[src/rtl/multicycle_controller.sv]
// rtl/multicycle_controller.sv - multicycle CPU control FSM with retired-instruction counter
//
// Purpose: sequences FETCH/DECODE/EXECUTE/MEM/WRITEBACK for a small RV32-like
// instruction subset and counts retired instructions. All control outputs are
// decoded combinationally from the current state, the instruction, mem_ready and zero.
//
// Ports:
//   clk          - clock, rising-edge active
//   reset        - asynchronous active-high reset
//   instruction  - IR contents, stable from DECODE until back in FETCH
//   mem_ready    - memory completes the current access this cycle
//   zero         - ALU result equals 0 (branch condition)
//   mem_req      - memory access request
//   mem_write    - current access is a write
//   ir_write     - load IR from memory data
//   pc_write     - update PC
//   pc_src       - 0 = PC+4, 1 = ALU/branch target
//   reg_write    - register-file write enable
//   memtoreg     - write-back data from memory (1) or ALU (0)
//   alusrc       - ALU operand B is immediate (1) or rs2 (0)
//   alu_opcode   - 000 AND, 001 OR, 010 ADD, 011 SUB, 100 MUL, 101 SLL
//   busy         - high in every state except IDLE
//   instret      - retired-instruction counter (wraps)
module multicycle_controller #(
  parameter int INSTRUCTION_WIDTH = 32,
  parameter int NUM_ALU_OPS       = 6
) (
  input  logic                           clk,
  input  logic                           reset,
  input  logic [INSTRUCTION_WIDTH-1:0]   instruction,
  input  logic                           mem_ready,
  input  logic                           zero,
  output logic                           mem_req,
  output logic                           mem_write,
  output logic                           ir_write,
  output logic                           pc_write,
  output logic                           pc_src,
  output logic                           reg_write,
  output logic                           memtoreg,
  output logic                           alusrc,
  output logic [$clog2(NUM_ALU_OPS)-1:0] alu_opcode,
  output logic                           busy,
  output logic [31:0]                    instret
);

  localparam int AW = $clog2(NUM_ALU_OPS);

  localparam logic [AW-1:0] ALU_AND = AW'(0);
  localparam logic [AW-1:0] ALU_OR  = AW'(1);
  localparam logic [AW-1:0] ALU_ADD = AW'(2);
  localparam logic [AW-1:0] ALU_SUB = AW'(3);
  localparam logic [AW-1:0] ALU_MUL = AW'(4);
  localparam logic [AW-1:0] ALU_SLL = AW'(5);

  localparam logic [2:0] S_IDLE      = 3'd0;
  localparam logic [2:0] S_FETCH     = 3'd1;
  localparam logic [2:0] S_DECODE    = 3'd2;
  localparam logic [2:0] S_EXECUTE   = 3'd3;
  localparam logic [2:0] S_MEM       = 3'd4;
  localparam logic [2:0] S_WRITEBACK = 3'd5;

  logic [2:0]  r_state;
  logic [2:0]  w_next_state;
  logic [31:0] r_instret;
  logic        w_retire;

  logic [6:0]  w_opcode;
  logic [2:0]  w_funct3;
  logic        w_is_r, w_is_i, w_is_load, w_is_store, w_is_branch, w_is_jump, w_legal;
  logic        w_unused_instr;

  assign w_opcode = instruction[6:0];
  assign w_funct3 = instruction[14:12];

  // Only a handful of instruction bits steer control; fold the rest away.
  assign w_unused_instr = ^instruction;

  assign w_is_r      = (w_opcode == 7'b0110011);
  assign w_is_i      = (w_opcode == 7'b0010011);
  assign w_is_load   = (w_opcode == 7'b0000011);
  assign w_is_store  = (w_opcode == 7'b0100011);
  assign w_is_branch = (w_opcode == 7'b1100011);
  // JAL (1101111) and JALR (1100111) share the 110?111 pattern.
  assign w_is_jump   = (w_opcode[6:4] == 3'b110) && (w_opcode[2:0] == 3'b111);
  assign w_legal     = w_is_r | w_is_i | w_is_load | w_is_store | w_is_branch | w_is_jump;

  always_comb begin
    w_next_state = r_state;
    w_retire     = 1'b0;
    mem_req      = 1'b0;
    mem_write    = 1'b0;
    ir_write     = 1'b0;
    pc_write     = 1'b0;
    pc_src       = 1'b0;
    reg_write    = 1'b0;
    memtoreg     = 1'b0;
    alusrc       = 1'b0;
    alu_opcode   = ALU_ADD;
    case (r_state)
      S_IDLE: w_next_state = S_FETCH;
      S_FETCH: begin
        mem_req = 1'b1;
        if (mem_ready) begin
          ir_write     = 1'b1;
          pc_write     = 1'b1;
          w_next_state = S_DECODE;
        end
      end
      // Illegal opcodes fall back to FETCH as a NOP and never retire.
      S_DECODE: w_next_state = w_legal ? S_EXECUTE : S_FETCH;
      S_EXECUTE: begin
        w_next_state = S_WRITEBACK;
        if (w_is_r) begin
          case (w_funct3)
            3'b000:  alu_opcode = instruction[25] ? ALU_MUL :
                                  (instruction[30] ? ALU_SUB : ALU_ADD);
            3'b110:  alu_opcode = ALU_OR;
            default: alu_opcode = ALU_AND;
          endcase
        end else if (w_is_i) begin
          alusrc     = 1'b1;
          alu_opcode = (w_funct3 == 3'b001) ? ALU_SLL : ALU_ADD;
        end else if (w_is_load || w_is_store) begin
          alusrc       = 1'b1;
          w_next_state = S_MEM;
        end else if (w_is_branch) begin
          // BEQ: the SUB result drives zero, which redirects the PC this cycle.
          alu_opcode   = ALU_SUB;
          pc_write     = zero;
          pc_src       = zero;
          w_next_state = S_FETCH;
          w_retire     = 1'b1;
        end else if (w_is_jump) begin
          alusrc = 1'b1;
        end else begin
          w_next_state = S_FETCH;
        end
      end
      S_MEM: begin
        mem_req   = 1'b1;
        mem_write = w_is_store;
        if (mem_ready) begin
          w_next_state = w_is_store ? S_FETCH : S_WRITEBACK;
          w_retire     = w_is_store;
        end
      end
      S_WRITEBACK: begin
        reg_write    = 1'b1;
        memtoreg     = w_is_load;
        pc_write     = w_is_jump;
        pc_src       = w_is_jump;
        w_next_state = S_FETCH;
        w_retire     = 1'b1;
      end
      default: w_next_state = S_IDLE;
    endcase
  end

  assign busy    = (r_state != S_IDLE);
  assign instret = r_instret;

  always_ff @(posedge clk or posedge reset) begin
    if (reset) begin
      r_state   <= S_IDLE;
      r_instret <= 32'd0;
    end else begin
      r_state <= w_next_state;
      if (w_retire) r_instret <= r_instret + 32'd1;
    end
  end

endmodule

[config.mk]
export PLATFORM = sky130hd
export DESIGN_NAME = multicycle_controller
export DESIGN_NICKNAME = d
export VERILOG_FILES = /design/src/rtl/multicycle_controller.sv
export SDC_FILE = /design/constraint.sdc
export NUM_CORES = 1
export LEC_CHECK = 0
export ABC_AREA = 1
export CAP_MARGIN = 40
export CORE_ASPECT_RATIO = 2
export CORE_MARGIN = 2
export CORE_UTILIZATION = 52
export CTS_CLUSTER_SIZE = 24
export DETAILED_ROUTE_END_ITERATION = 8
export GPL_TIMING_DRIVEN = 0
export PLACE_DENSITY = 0.88
export SLEW_MARGIN = 20
export SYNTH_ARGS = -nofsm -noshare
export SYNTH_HDL_FRONTEND = slang
export SYNTH_SLANG_ARGS = --single-unit
[constraint.sdc]
create_clock -name clk -period 4.36 [get_ports clk]
set_input_delay 0.436 -clock clk [delete_from_list [all_inputs] [get_ports clk]]
set_output_delay 0.436 -clock clk [all_outputs]
set_load 0.01 [all_outputs]
* After elaboration in Yosys (flattened, before gate mapping) *
Cells that the tools add are included.

cells by class
  reductions and logical operators = 8
  muxes and demuxes = 43
  bitwise gates (word level) = 5
  equality and inequality tests = 16
  add/sub/neg operators = 1

operators with widths
  cell                                                  count
  two-way mux 3 bit                                     13
  adder 32 x 1 -> 32 bit (second input constant)        1
  two-way mux 1 bit                                     24
  equality test 3 bit (second input constant)           5
  one-hot mux 3 bit (5 select lines)                    1
  equality test 7 x 6 -> 1 bit (second input constant)  2
  equality test 7 x 2 -> 1 bit (second input constant)  1
  equality test 7 x 5 -> 1 bit (second input constant)  1
  equality test 7 bit (second input constant)           1
  equality test 3 x 1 -> 1 bit (second input constant)  2
  equality test 3 x 2 -> 1 bit (second input constant)  2
  zero test 3 bit                                       2
  one-hot mux 1 bit (3 select lines)                    2
  one-hot mux 3 bit (2 select lines)                    1
  OR 1 bit                                              5
  != test 2 bit (second input constant)                 2
  OR reduction 2 bit                                    2
  nonzero test 3 bit                                    1
  two-way mux 2 bit                                     1
  one-hot mux 1 bit (2 select lines)                    1
  AND reduction 2 bit                                   1
  logical AND 1 bit                                     1
  logical OR 1 bit                                      1

storage, ports and cells
  logic and storage cells = 75
  output and inout port bits = 44
  register bits after elaboration = 35

* Depth between registers and ports, before layout *
Gate-level depths: netlist of the first run.

  depth after elaboration = 8
  depth in mapped cells = 10
  mapped depth without buffers = 10

* Least setup slack after synthesis of the first run *
No wires, ideal clock.

  path kind = input -> output
  from = in instruction[1]
  to = out pc_write
  stages = 7
  data arrival time = 1.341 ns
  setup slack = 2.583 ns
  cell sequence = nand2_1 -> inv_1 -> nand2_1 -> inv_1 -> nand4_1 -> o21ai_0 -> or2_1

on the way
  word-level cells in the longest chain between the ends = 6
  elaborated cells between the ends (all ways) = 13
  classes of those cells = eq/ne: 6; mux: 5; reduce/logical: 2

ends and longest elaborated chain
  item                                                          RTL line  RTL
  from (decl)                                                   30        input logic [INSTRUCTION_WIDTH-1:0] instruction,
  equality test 7 bit, or another cell as far along             82        assign w_is_branch = (w_opcode == 7'b1100011);
  two-way mux 1 bit / logical OR 1 bit (equally long branches)  126, 123
  two-way mux 1 bit                                             123       end else if (w_is_load || w_is_store) begin
  two-way mux 1 bit                                             120       end else if (w_is_i) begin
  two-way mux 1 bit                                             113       if (w_is_r) begin
  one-hot mux 1 bit (3 select lines) (*)                        99        case (r_state)
  to (decl)                                                     36        output logic pc_write,

Every way passes the cells marked *; elsewhere a longest branch is shown, timed or not.

* Worst setup path in the final report of the first run *
  from = in instruction[5]
  to = out pc_write

Same word-level chain as after synthesis.

==> results of run 1 <==
[state kept, by name (all words and copies together), names as in the netlist]
signal	count
instret	32
r_state	3
[worst min path at each step]
stage	startpoint	end	depth (start not counted)
finish	reset	instret[11]	2
detailed placement	instret[31]	instret[31]	2
global placement	instret[31]	instret[31]	2
global route	instret[31]	instret[31]	2
floorplan	r_state[2]	r_state[1]	3
CTS	instret[31]	instret[31]	2
[routing by layer]
| metal | routed length, µm | track usage (%) | vias up |
|---|---|---|---|
| met5 | 0 | 0 | - |
| met4 | 309 | 12.1 | 0 |
| met3 | 411 | 3.68 | 26 |
| met2 | 3380 | 44.6 | 95 |
| met1 | 2960 | 35.4 | 1255 |
| li1 | - | - | 1478 |
[critical path, cell delays in order]
cell and delay, ps:
clkdlybuf4s50_1 570, inv_2 100, nor3_4 220, nand3_1 140, o21ai_0 240, or2_1 130
clkdlybuf4s50_1 540
[synth_stat cells]
master	count	area, µm²
nand3b_1	2	15.0
o21ai_1	2	10.0
buf_6	3	33.8
nand3_4	2	35.0
nand2_2	3	18.8
nor3_4	1	16.3
ha_1	1	12.5
inv_1	38	143
a21oi_1	4	20.0
nor3_1	9	45.0
nand4_1	1	6.26
nor2_1	61	229
xnor2_1	4	35.0
o21ai_0	4	20.0
a21boi_0	1	7.51
buf_4	3	22.5
nor3_2	1	10.0
inv_2	4	15.0
o211ai_1	1	7.51
clkbuf_1	3	11.3
nand3_2	1	10.0
nand2_1	175	657
xor2_1	8	70.1
or2_1	1	6.26
nand3_1	55	275
nor2_4	3	33.8
dfrtp_1	35	876
nand2_4	2	22.5
nor2_2	3	18.8
[through the flow]
step                hold slack (ps)  cell area, µm²  setup slack (ps)
CTS                             569            3430              1560
global route                    592            3430              1410
global placement                545            3350              1580
detailed placement              549            3350              1560
finish                          567            3430              1540
floorplan                       561            2680              2580
[area by class of cell]
| cell class | count | share of cell area [%] |
|---|---|---|
| sequential | 35 | 25.6 |
| clock buffer | 7 | 2.23 |
| buffer | 9 | 1.97 |
| inverter | 42 | 4.60 |
| clock inverter | 1 | 0.146 |
| timing repair buffer | 59 | 17.2 |
| multi-input combinational | 345 | 46.1 |
| tap | 58 | 2.12 |
[where the power goes]
group	internal [mW]	switching [mW]
Sequential	0.342	0.0274
Combinational	0.0865	0.0969
Clock	0.112	0.121
[cells by family after synthesis]
| family | share of synthesized area (%) |
|---|---|
| adder cells (fa/ha/maj) | 0.466 |
| AO/OA/AOI/OAI | 2.43 |
| XOR/XNOR | 3.92 |
| buffers and inverters | 8.40 |
| AND/OR/NAND/NOR | 52.1 |
| flip-flops | 32.6 |
==> metrics, run 1 <==
RSZ-0062 raised after global routing=no; Syn Inst Count=431; most common cell after layout, fill and taps aside=nand2_1; Pleak=1.59 nW; Post-CTS Hold Buffers=0; Worst-path clk slew=70 ps; register-to-register setup slack=2450 ps; post-DR wirelength/cell=12.7 µm; Reg-to-Reg End=instret[28]; Reg2Reg Depth=10; #FFs+latches synth=35; critical path endpoint=pc_write; setup bufs post-CTS=0; Placed Instances=548; Setup crit end kind=output pin; CTS Buffer Depth=2; CTS tree=yes; grt total ovfl=0; crit-path max FO=5; Max Slew Vio Count=0; Core Util, Final=67.9%; ant diodes=0; Initial Util=53.2%; antenna violations before repair=0; CP Data Required Time=3920 ps; Post-Route WL=7.06 mm; Worst Path Arrival=2390 ps; DIE WIDTH=54.8 µm; clock skew=7.26 ps; # clock sinks=35; multi-input logic area=1580 µm²; TritonCTS buffer count=5; first-pass GRT wire length=12.3 mm; GPL Wtd Cong=0.931; 1st-iter DRT viols=113; post-synth cell types=29; syn nets=468; Final ANT Viol Nets=0; Port Buffers=59; Slew @ Worst Pin=719 ps; Clock Latency Late Sink=300 ps; crit start category=input pin; TritonRoute pass-1 iters=5; via/cell ratio=5.13; Nets=534; Worst VDD drop=0.000296 V; synthesized area=2680 µm²; synthesized area per cell=6.22 µm²; final hold vios=0; Worst slew margin=52.0%; register area=876 µm²; # IOs=80; Finished Layout Cells=556; TNS Setup=0 ps; H-tree level count=2; layout cell share with drive strength beyond 1=6.63%; row count=37; Hold Crit Class=input pin to asynchronous set/reset pin; # fillers=452; PD cells=229 nW/µm²; Max Fclk=354 MHz; worst reg2reg path startpoint=instret[0]; Seq/Total Area, Yosys=32.6%; crit path launch=instruction[5]; Max Cap Viol=0; DRC viols=0; number of global-route vias before repair=2,789; Final Cycle Share=64.7%; DR vias=2,854; chip height=106 µm; clk root buf=clkbuf_8; kind of critical path=input pin to output pin; total of warnings raised by yosys=0; post-layout min period=2820 ps; Power Total=785 µW; Syn-to-layout area delta=27.8%; GRT Resource Usage Total=27.7%; final setup vio count=0; largest net degree at the start of global routing=36; CORE AREA=5050 µm²; CTS resizes=0; DIE AREA=5780 µm²; most frequent cells in the layout=175 x nand2_1, 61 x nor2_1, 59 x clkdlybuf4s50_1; status=completed; post-DP HPWL=5.38 mm
No activity file was read; power rests on OpenSTA's default activity.
==> run 2: changes to the inputs <==
--- a/config.mk
+++ b/config.mk
@@ -9,11 +9,11 @@
 export CAP_MARGIN = 40
 export CORE_ASPECT_RATIO = 2
 export CORE_MARGIN = 2
-export CORE_UTILIZATION = 52
+export CORE_UTILIZATION = 43
 export CTS_CLUSTER_SIZE = 24
 export DETAILED_ROUTE_END_ITERATION = 8
 export GPL_TIMING_DRIVEN = 0
-export PLACE_DENSITY = 0.88
+export PLACE_DENSITY = 0.78
 export SLEW_MARGIN = 20
 export SYNTH_ARGS = -nofsm -noshare
 export SYNTH_HDL_FRONTEND = slang
==> constraint.sdc (replaced) <==
create_clock -name clk -period 2.5 [get_ports clk]
set_input_delay 0.25 -clock clk [delete_from_list [all_inputs] [get_ports clk]]
set_output_delay 0.25 -clock clk [all_outputs]
set_load 0.01 [all_outputs]
==> run 2 against run 1 <==
  * Critical path depth stayed put
  * Die area up 20%
  * Via count is 2.4% higher
  * Clock-buffer cell count fell by 1
  * Sequential power increased by 76%
  * Critical path type unchanged
==> metrics, run 2 (synthesis gave the netlist of run 1 again) <==
status=completed; CORE AREA=6010 µm² (+19%); Port Buffers=59 (unchanged); via/cell ratio=5.22 (+1.7%); Post-Route WL=7.89 mm (+12%); Worst-path clk slew=50 ps (-20 ps); CP delay by family, top=buffers and inverters; Worst Path Arrival=2150 ps (-240 ps); Syn-to-layout area delta=31.0%; # IOs=80 (unchanged); max incr delay on CP=570 ps (about the same); # clock sinks=35 (unchanged); TritonCTS buffer count=5 (unchanged); final hold vios=0 (unchanged); grt total ovfl=0 (unchanged); Nets=535 (+0.19%); PD cells=443 nW/µm² (+93%); Worst VDD drop=0.000373 V (+26%); final setup vio count=0 (unchanged); Slew @ Worst Pin=502 ps (-216 ps); number of global-route vias before repair=2,993 (+7.3%); Pleak=1.62 nW (+2.0%); CTS Buffer Depth=2 (unchanged); crit path launch=instruction[5]; setup bufs post-CTS=0 (unchanged); H-tree level count=2 (unchanged); most frequent cells in the layout=175 x nand2_1, 61 x nor2_1, 59 x clkdlybuf4s50_1; crit path cell chain=clkdlybuf4s50_1 > inv_2 > nor3_4 > nand3_1 > o21ai_1 > or2_1 > clkdlybuf4s50_1; Worst slew margin=66.5% (+15 points); layout cell share with drive strength beyond 1=7.04% (+0.42 points); first-pass GRT wire length=13.3 mm (+8.3%); GRT Resource Usage Total=25.4% (-2.4 points); TNS Setup=0 ps (unchanged); RSZ-0062 raised after global routing=no; Clock Latency Late Sink=280 ps (-20 ps); crit-path most repeated cell=clkdlybuf4s50_1; DR vias=2,923 (+2.4%); clk root buf=clkbuf_16; Final Cycle Share=96.0%; GPL Wtd Cong=0.929 (-0.21%); Setup crit end kind=output pin; clock skew=2.50 ps (-4.76 ps); DRC viols=0 (unchanged); worst reg2reg path startpoint=instret[0]; Max Fclk=417 MHz; post-DR wirelength/cell=14.1 µm (+11%); largest net degree at the start of global routing=36 (unchanged); ant diodes=0 (unchanged); most common cell after layout, fill and taps aside=nand2_1; DIE WIDTH=59.9 µm (+9.2%); Buf+Inv Stages, Crit Path=3 (unchanged); CTS tree=yes; DIE AREA=6920 µm² (+20%); crit-path max FO=5 (unchanged); crit start category=input pin; Max Cap Viol=0 (unchanged); kind of critical path=input pin to output pin; row count=40 (+8.1%); Largest register FFs=32 (unchanged); Hold Crit Class=input pin to asynchronous set/reset pin; 1st-iter DRT viols=150 (+33%); CP Data Required Time=2250 ps (-1670 ps); chip height=116 µm (+9.6%); CP max-delay cell=clkdlybuf4s50_1; Final ANT Viol Nets=0 (unchanged); Max Slew Vio Count=0 (unchanged); # fillers=577 (+28%); Initial Util=44.7% (-8.5 points); post-layout min period=2400 ps; post-DP HPWL=6.18 mm (+15%); Power Total=1.56 mW (+98%); TritonRoute pass-1 iters=4 (-1); antenna violations before repair=0 (unchanged)
-- run 2: changes by cell type in the layout (fill, tap and decap cells not counted), sizes merged --
cell    previous run  this run
buf                6         7
clkbuf            10         9
clkinv             1         0
-- run 2: power breakdown --
| group | internal (mW) | leakage [nW] | total, mW | switching [mW] |
|---|---|---|---|---|
| Combinational | 0.156 | 1.07 | 0.328 | 0.172 |
| Sequential | 0.597 | 0.483 | 0.648 | 0.0509 |
| Clock | 0.358 | 0.0628 | 0.580 | 0.222 |
| Total | 1.11 | 1.62 | 1.56 | 0.445 |
-- run 2: final timing paths --
check | end | slack, ps | cells past startpoint
setup / recovery | pc_write | 100 | 7
hold / removal | r_state[0] | 290 | 2
setup reg to reg | instret[28] | 670 | 10
hold reg to reg | instret[31] | 570 | 2
max in group asynchronous | instret[17] | 1760 | 3
min in group clk | instret[31] | 570 | 2
-- run 2: cell type report --
cell class                      instances  area [µm²]  share of cell area (%)
Multi-Input combinational cell        345        1590                    45.2
Sequential cell                        35         876                    24.9
Timing Repair Buffer                   60         618                    17.6
Inverter                               42         158                    4.49
Clock buffer                            6         129                    3.67
Tap cell                               63        78.8                    2.24
Buffer                                  9        67.6                    1.92
-- run 2: timing repair --
action | CTS | global route
setup endpoints to repair | 1 | 3
resized for setup | 1 | 2
hold buffers | 0 | 0
gates cloned | 0 | 0
-- run 2: metal layers --
metal  vias up  global-route usage, %  routed length, µm
met5         -                      0                  0
met4         0                   15.0                353
met1      1342                   24.4               2690
met3        20                   4.02                338
li1       1477                      -                  -
met2        84                   47.7               4500
-- run 2: per-stage QoR --
step                instances  utilization, %  worst slack [ps]  hold WS (ps)  cell area (µm²)
floorplan                 431               -               911           404             2680
global placement          553            55.8              26.3           561             3350
detailed placement        553            55.8              13.7           559             3350
CTS                       559            58.0              84.5           462             3480
global route              560            58.5              23.6           336             3510
finish                    560            58.5               101           288             3510
